## src/rtl/data_bus_controller.sv

```systemverilog
// MEM-stage data bus controller: turns LOAD/STORE requests into SRAM (ready handshake)
// or I/O-window (fixed wait states) transactions and stalls the pipeline until done.
module data_bus_controller #(
    parameter int                    ADDR_WIDTH = 16,
    parameter int                    DATA_WIDTH = 8,
    parameter logic [ADDR_WIDTH-1:0] IO_BASE    = 16'h0020,
    parameter logic [ADDR_WIDTH-1:0] IO_LIMIT   = 16'h005F,
    parameter int                    IO_WAIT    = 2,
    parameter int                    TIMEOUT    = 15
) (
    input  logic                  clk,
    input  logic                  reset,
    input  logic                  control_mem_read,
    input  logic                  control_mem_write,
    input  logic [ADDR_WIDTH-1:0] address,
    input  logic [DATA_WIDTH-1:0] data_to_store,
    output logic [DATA_WIDTH-1:0] data_loaded,
    output logic                  stall,
    output logic                  bus_error,
    output logic                  sram_cs,
    output logic                  sram_we,
    output logic [ADDR_WIDTH-1:0] sram_addr,
    output logic [DATA_WIDTH-1:0] sram_wdata,
    input  logic [DATA_WIDTH-1:0] sram_rdata,
    input  logic                  sram_ready,
    output logic                  io_cs,
    output logic                  io_we,
    output logic [ADDR_WIDTH-1:0] io_addr,
    output logic [DATA_WIDTH-1:0] io_wdata,
    input  logic [DATA_WIDTH-1:0] io_rdata
);

    typedef enum logic [1:0] {
        S_IDLE,
        S_SRAM_WAIT,
        S_IO_WAIT,
        S_COMPLETE
    } state_t;

    localparam logic [7:0] TMO_LAST = 8'(TIMEOUT - 1);
    localparam logic [3:0] IO_LOAD  = 4'(IO_WAIT);

    state_t                state, next_state;
    logic [ADDR_WIDTH-1:0] addr_q;
    logic [DATA_WIDTH-1:0] wdata_q;
    logic                  dir_q;
    logic [3:0]            io_cnt;
    logic [7:0]            tmo_cnt;

    logic req_valid, req_both, in_io, timeout_hit, next_dir, idle_req;

    assign req_valid = control_mem_read ^ control_mem_write;
    assign req_both  = control_mem_read & control_mem_write;
    assign in_io     = (address >= IO_BASE) && (address <= IO_LIMIT);
    assign idle_req  = (state == S_IDLE) && req_valid;
    assign next_dir  = idle_req ? control_mem_write : dir_q;

    // NOTE: every always_comb output gets a default first so no path leaves a latch.
    always_comb begin
        next_state  = state;
        timeout_hit = 1'b0;
        case (state)
            S_IDLE: begin
                if (req_both)
                    next_state = S_COMPLETE;
                else if (req_valid)
                    next_state = in_io ? S_IO_WAIT : S_SRAM_WAIT;
            end
            S_SRAM_WAIT: begin
                if (sram_ready) begin
                    next_state = S_COMPLETE;
                end else if (tmo_cnt == TMO_LAST) begin
                    next_state  = S_COMPLETE;
                    timeout_hit = 1'b1;
                end
            end
            S_IO_WAIT: begin
                if (io_cnt == 4'd1)
                    next_state = S_COMPLETE;
            end
            default: next_state = S_IDLE;
        endcase
    end

    // Stall is forced low while reset is held so an abandoned access releases the pipeline.
    assign stall = reset && (((state == S_IDLE) && (control_mem_read || control_mem_write))
                             || (state == S_SRAM_WAIT) || (state == S_IO_WAIT));

    assign sram_addr  = addr_q;
    assign sram_wdata = wdata_q;
    assign io_addr    = addr_q;
    assign io_wdata   = wdata_q;

    // NOTE: sequential state uses non-blocking assignments only, so every flop sees pre-edge values.
    always_ff @(posedge clk or negedge reset) begin
        if (!reset)
            state <= S_IDLE;
        else
            state <= next_state;
    end

    // Strobes are registered from next_state so they are high exactly while in the wait state.
    always_ff @(posedge clk or negedge reset) begin
        if (!reset) begin
            sram_cs   <= 1'b0;
            sram_we   <= 1'b0;
            io_cs     <= 1'b0;
            io_we     <= 1'b0;
            bus_error <= 1'b0;
        end else begin
            sram_cs   <= (next_state == S_SRAM_WAIT);
            sram_we   <= (next_state == S_SRAM_WAIT) && next_dir;
            io_cs     <= (next_state == S_IO_WAIT);
            io_we     <= (next_state == S_IO_WAIT) && next_dir;
            bus_error <= ((state == S_IDLE) && req_both) || timeout_hit;
        end
    end

    always_ff @(posedge clk or negedge reset) begin
        if (!reset) begin
            addr_q      <= '0;
            wdata_q     <= '0;
            dir_q       <= 1'b0;
            io_cnt      <= '0;
            tmo_cnt     <= '0;
            data_loaded <= '0;
        end else begin
            case (state)
                S_IDLE: begin
                    if (req_valid) begin
                        addr_q  <= address;
                        wdata_q <= data_to_store;
                        dir_q   <= control_mem_write;
                        io_cnt  <= IO_LOAD;
                        tmo_cnt <= '0;
                    end
                end
                S_SRAM_WAIT: begin
                    if (sram_ready) begin
                        if (!dir_q) data_loaded <= sram_rdata;
                    end else if (timeout_hit) begin
                        if (!dir_q) data_loaded <= '1;
                    end else begin
                        tmo_cnt <= tmo_cnt + 8'd1;
                    end
                end
                S_IO_WAIT: begin
                    io_cnt <= io_cnt - 4'd1;
                    if ((io_cnt == 4'd1) && !dir_q) data_loaded <= io_rdata;
                end
                default: ;
            endcase
        end
    end

endmodule

```

## config.mk

```make
export PLATFORM = sky130hd
export DESIGN_NAME = data_bus_controller
export DESIGN_NICKNAME = d
export VERILOG_FILES = /design/src/rtl/data_bus_controller.sv
export SDC_FILE = /design/constraint.sdc
export NUM_CORES = 1
export LEC_CHECK = 0
export ABC_CLOCK_PERIOD_IN_PS = 2400
export CAP_MARGIN = 10
export CORE_MARGIN = 2
export CORE_UTILIZATION = 30
export DETAILED_ROUTE_END_ITERATION = 6
export PLACE_DENSITY = 0.63
export RECOVER_POWER = 25
export REMOVE_ABC_BUFFERS = 1
export SLEW_MARGIN = 15
export SYNTH_ARGS = -nofsm -noshare
export SYNTH_HDL_FRONTEND = slang
export SYNTH_SLANG_ARGS = --single-unit
```

## constraint.sdc

```tcl
create_clock -name clk -period 2.4 [get_ports clk]
set_clock_uncertainty 0.15 [all_clocks]
set_input_delay 0.48 -clock clk [delete_from_list [all_inputs] [get_ports clk]]
set_output_delay 0.48 -clock clk [all_outputs]
set_load 0.005 [all_outputs]
```

# Word level (Yosys, flattened, before mapping)
# Cells that the tools add are included.
[word_totals]
ff_bits = 52
latchBits = 0
ram_bits = 0
rom_bits = 0
input_bits = 45
n_memories = 0
[classes]
add_sub_neg = 2
n_mul = 0
div_mod_pow = 0
n_lt_le_gt_ge = 2
eq_ne = 12
shifts = 0
muxes = 23
bitwise = 2
n_reduce_logical = 21
[ops]
columns = ["operator", "count"]
rows = [
  ["8-bit 2-to-1 mux", 8],
  ["8-bit case mux with 2 select lines", 2],
  ["16-bit by 6-bit greater-or-equal comparator with 1-bit output (second input constant)", 1],
  ["16-bit by 7-bit less-or-equal comparator with 1-bit output (second input constant)", 1],
  ["2-bit 2-to-1 mux", 6],
  ["8-bit by 1-bit adder with 8-bit output (second input constant)", 1],
  ["8-bit by 4-bit equality test with 1-bit output (second input constant)", 1],
  ["1-bit logical AND", 8],
  ["2-bit inequality test (second input constant)", 4],
  ["4-bit case mux with 2 select lines", 1],
  ["4-bit AND reduction", 2],
  ["2-bit case mux with 3 select lines", 1],
  ["2-bit nonzero test", 3],
  ["2-bit by 1-bit equality test with 1-bit output (second input constant)", 2],
  ["2-bit equality test (second input constant)", 2],
  ["4-bit by 1-bit equality test with 1-bit output (second input constant)", 1],
  ["1-bit logical OR", 4],
  ["1-bit 2-to-1 mux", 4],
  ["4-bit 2-to-1 mux", 1],
  ["2-bit AND reduction", 2],
  ["4-bit by 1-bit subtractor with 4-bit output (second input constant)", 1],
  ["3-bit inequality test (second input constant)", 1],
  ["2-bit logical NOT", 1],
  ["2-bit by 1-bit inequality test with 1-bit output (second input constant)", 1],
  ["3 further kinds", 3],
]

# Logic depth before layout (Yosys ltp)
[logic_depth]
ltp_word = 8
depth_mapped = 8

# Least setup slack after synthesis
# Ideal clock, no wire load.
[synth_timing]
kind = "input -> register"
from = "input control_mem_read"
to = "register tmo_cnt[7]"
setup_ns = 0.132
arrival_ns = 1.741
slack_ns = 0.377
path_stages = 7
cell_sequence = "inv_1 -> ha_1 -> clkbuf_1 -> nand2b_4 -> a2111oi_0 -> xnor2_1 -> nor2_1"
[synth_between]
elab_chain_len = 3
[synth_lines]
columns = ["element", "line", "rtl"]
rows = [
  ["start, declared", "13", "input logic control_mem_read,"],
  ["1-bit XOR", "52", "assign req_valid = control_mem_read ^ control_mem_write;"],
  ["2-bit inequality test (no line)", "n/a", ""],
  ["4-bit AND reduction (no line)", "n/a", ""],
  ["end signal, assigned", "144", "tmo_cnt <= tmo_cnt + 8'd1;"],
  ["end, declared", "48", "logic [7:0] tmo_cnt;"],
]
# Every way passes these cells.
# A chain may end at the register's enable or synchronous reset.

# Worst setup path after layout
[layout_timing]
from = "input control_mem_read"
to = "output stall"
[layout_between]
elab_chain_len = 5
[layout_lines]
columns = ["element", "line", "rtl"]
rows = [
  ["1-bit logical OR", "86", "assign stall = reset && (((state == S_IDLE) && (control_mem_read || control_mem_write))"],
  ["1-bit logical AND", "86", ""],
  ["1-bit logical OR (2 in a row)", "87", "|| (state == S_SRAM_WAIT) || (state == S_IO_WAIT));"],
  ["1-bit logical AND", "86", ""],
  ["end, declared", "18", "output logic stall,"],
]
# Every way passes these cells.

==> impl_metrics.xml <==
<?xml version="1.0" encoding="UTF-8"?>
<metrics>
  <group name="clocking">
    <metric name="cts.sinks" unit="">52</metric>
    <metric name="clk_root_buffer_cell" unit="">sky130_fd_sc_hd__clkbuf_8</metric>
    <metric name="cts_htree_levels" unit="">2</metric>
    <metric name="tritoncts" unit="">built</metric>
    <metric name="cts_hold_repair.buffers" unit="">0</metric>
    <metric name="worst_skew_pair.late_latency" unit="ps">300</metric>
    <metric name="cts_made_buffers" unit="">5</metric>
    <metric name="clkTransAtPathRegs" unit="ps">90</metric>
    <metric name="clock_path_buffers" unit="">2</metric>
  </group>
  <group name="setup_path">
    <metric name="worstPathRequired" unit="ps">1770</metric>
    <metric name="worstReg2RegEnd" unit="">data_loaded[3]$_DFFE_PN0P_</metric>
    <metric name="timing.critical_path.to_type" unit="">output pin</metric>
    <metric name="crit_fanout" unit="">2</metric>
    <metric name="critical_path_arrival" unit="ps">1580</metric>
    <metric name="worst-r2r-setup-slack" unit="ps">290</metric>
    <metric name="regToRegStartpoint" unit="">io_cnt[1]$_DFFE_PN0P_</metric>
    <metric name="cp-start-kind" unit="">input port</metric>
    <metric name="worst-setup-path-type" unit="">input port to output pin</metric>
    <metric name="r2r_cells" unit="">6</metric>
  </group>
  <group name="sta">
    <metric name="worst-slew-pin-transition" unit="ps">1270</metric>
    <metric name="fin_ws" unit="ps">190</metric>
    <metric name="hold_viol" unit="">0</metric>
    <metric name="fin_crit" unit="ps">2210</metric>
    <metric name="relSlewSlack" unit="">0.156</metric>
    <metric name="max_freq" unit="MHz">452</metric>
    <metric name="layout_worst_path_cycle_share" unit="">0.921</metric>
    <metric name="final_sum_of_negative_setup_slack" unit="ps">0</metric>
    <metric name="rsz_0062_raised_after_global_routing" unit="">no</metric>
    <metric name="final-setup-viol-count" unit="">0</metric>
    <metric name="final_max_slew_viol_count" unit="">0</metric>
  </group>
  <group name="synthesis">
    <metric name="synth-seq-cells" unit="">52</metric>
    <metric name="synth_adder_area_share" unit="">0.0288</metric>
    <metric name="yosys_most_used_dff" unit="">sky130_fd_sc_hd__dfrtp_1</metric>
    <metric name="mappedNetlistArea" unit="um2">2610</metric>
    <metric name="postSynthCellCount" unit="">292</metric>
    <metric name="post_synth_edffs" unit="">0</metric>
    <metric name="synth-warning-count" unit="">0</metric>
    <metric name="synth_top_area_frac" unit="">0.499</metric>
    <metric name="postSynth.asyncResetShare" unit="">1.00</metric>
    <metric name="synthXorXnorAreaFrac" unit="">0.0134</metric>
    <metric name="largest_family_of_logic_cells_by_synthesized_area" unit="">simple AND/OR/NAND/NOR gates</metric>
    <metric name="synthesis.area_per_instance" unit="um2">8.93</metric>
    <metric name="sequential_to_total_area_share_from_yosys_stat" unit="">0.499</metric>
    <metric name="synth.top_cells.by_count" unit="">sky130_fd_sc_hd__nand2_1 (95), sky130_fd_sc_hd__dfrtp_1 (52), sky130_fd_sc_hd__buf_4 (24)</metric>
    <metric name="post-synth-top-count-cell" unit="">sky130_fd_sc_hd__nand2_1</metric>
    <metric name="synthDominantAreaCellType" unit="">sky130_fd_sc_hd__dfrtp_1</metric>
    <metric name="synth.mux.area_fraction" unit="">0.0384</metric>
    <metric name="synth_simple_gate_area_share" unit="">0.227</metric>
    <metric name="yosys-top-cells-area" unit="">sky130_fd_sc_hd__dfrtp_1 (50%), sky130_fd_sc_hd__nand2_1 (14%), sky130_fd_sc_hd__buf_4 (6.9%)</metric>
    <metric name="synth.lib_cells_used.distinct" unit="">39</metric>
    <metric name="synth_compound_gate_area_share" unit="">0.0844</metric>
  </group>
  <group name="cells_and_area">
    <metric name="final_core_utilization" unit="">0.442</metric>
    <metric name="drive_gt1_frac" unit="">0.0935</metric>
    <metric name="finish.net_count" unit="">435</metric>
    <metric name="areaGrowthSynthToFinish" unit="%">45.5</metric>
    <metric name="antenna_diodes" unit="">0</metric>
  </group>
  <group name="die">
    <metric name="dieWidth" unit="um">97.3</metric>
    <metric name="floorplan.die.height" unit="um">97.3</metric>
    <metric name="io_pins" unit="">107</metric>
    <metric name="initial_utilization" unit="">0.304</metric>
    <metric name="placement_rows" unit="">34</metric>
    <metric name="core-area" unit="um2">8590</metric>
    <metric name="die_area" unit="um2">9460</metric>
  </group>
  <group name="worst_hold_path">
    <metric name="worst_hold_path.num_cells" unit="">1</metric>
    <metric name="hold_path_startpoint" unit="">io_cnt[3]$_DFFE_PN0P_</metric>
    <metric name="min_path_type" unit="">flip-flop to flip-flop</metric>
    <metric name="timing.hold.worst_endpoint" unit="">io_cnt[3]$_DFFE_PN0P_</metric>
  </group>
  <group name="power_and_ir_drop">
    <metric name="ir_worst_vdd" unit="uV">476</metric>
    <metric name="pwr_density_cell" unit="nW/um2">1120</metric>
    <metric name="total_leakage_power" unit="nW">1.71</metric>
  </group>
  <group name="place">
    <metric name="pre_cts_slack" unit="ps">-139</metric>
    <metric name="dp.final_hpwl" unit="um">4510</metric>
    <metric name="buffer_ports.inserted" unit="">106</metric>
    <metric name="gp_routability_congestion" unit="">0.856</metric>
  </group>
  <group name="detailed_routing">
    <metric name="routedWlPerCell" unit="um">12.6</metric>
    <metric name="detailedRoute.firstPassIterationCount" unit="">4</metric>
    <metric name="vias_per_cell" unit="">4.55</metric>
    <metric name="vias_post_dr" unit="">2242</metric>
    <metric name="drc" unit="">0</metric>
    <metric name="initialDrtViolationCount" unit="">55</metric>
    <metric name="route.final.wire_length" unit="um">6220</metric>
    <metric name="ant_nets" unit="">0</metric>
  </group>
  <group name="grt">
    <metric name="largest_net_degree_at_the_start_of_global_routing" unit="">53</metric>
    <metric name="grt_pass1_wl" unit="um">10600</metric>
    <metric name="grt_antenna_before_repair" unit="">0</metric>
    <metric name="first_global_vias" unit="">2204</metric>
    <metric name="combined_global_route_utilization_of_all_metal_layers" unit="">0.133</metric>
    <metric name="globalRoute.totalOverflow" unit="">0</metric>
  </group>
  <group name="run">
    <metric name="cap_viol_max_count" unit="">0</metric>
  </group>
  <group name="status">
    <metric name="run_status" unit="">finished clean</metric>
  </group>
</metrics>
metrics by stage:
stage	area, um2	std cells	hold WS, ps	power (mW)
floorplan	2370	256	34.4	2.32
global placement	3690	485	314	3.68
detailed placement	3690	485	344	3.72
CTS	3800	493	198	4.33
global route	3800	493	378	4.61
finish	3800	493	356	4.26
layout make-up:
type,instances,area [um2]
inverters,13,48.8
repair buffers,121,1180
clock inverters,2,35.0
well taps,108,135
fillers,856,4800
clock buffers,6,72.6
multi-input cells,191,1030
flip-flops and latches,52,1300
report_power, final:
| part | switching [mW] | internal (mW) |
|---|---|---|
| Sequential | 0.268 | 1.25 |
| Combinational | 0.854 | 1.29 |
| Clock | 0.279 | 0.310 |
critical path: stages:
cell	delay (ps)
sky130_fd_sc_hd__clkdlybuf4s50_1	480
sky130_fd_sc_hd__inv_1	50
sky130_fd_sc_hd__ha_1	190
sky130_fd_sc_hd__a21oi_2	130
sky130_fd_sc_hd__dlygate4sd2_1	240
state kept, by name, summed over array words and instances (netlist names), 2 cells and up:
name	count
io_cnt	4
data_loaded	8
tmo_cnt	8
state	2
io_wdata	8
io_addr	16
cell usage in the layout (no fill, tap or decap), drive strengths merged, types with 6 or more instances in the layout:
cell	n
buf	14
o21ai	16
clkdlybuf4s50	104
nor2	12
ha	6
clkbuf	8
nand3	6
mux2	8
inv	13
a21oi	8
nand2	95
dfrtp	52
worst max-delay path by stage:
stage	end	cells after the start	slack, ps	from
detailed placement	stall	5	-140	control_mem_read
global route	tmo_cnt[7]$_DFFE_PN0P_	7	70	control_mem_read
finish	stall	5	190	control_mem_read
floorplan	io_we$_DFF_PN0_	5	330	control_mem_read
CTS	stall	5	160	control_mem_read
global placement	stall	5	-140	control_mem_read
timing repair:
action | in CTS | in global routing
buffers inserted | 0 | 0
gates resized for setup | 2 | 0
setup endpoints to repair | 1 | 0
endpoints found under the hold margin | 0 | 0
kinds of logic after synthesis:
| family | count (synthesis) |
|---|---|
| DFF | 52 |
| buffers and inverters | 49 |
| muxes | 9 |
| xor gates and xnor gates | 4 |
| AOI/OAI and AO/OA | 36 |
| adders and majority gates | 6 |
| and+or+nand+nor | 136 |
metal layers:
| layer | wire length, um | track usage | share of wire |
|---|---|---|---|
| met1 | 2830 | 0.177 | 0.45 |
| met2 | 2930 | 0.225 | 0.47 |
| met3 | 417 | 0.0331 | 0.067 |
| met4 | 47 | 0.0224 | 0.0076 |
| met5 | 0 | 0 | 0 |
(Power assumes the default switching activity.)
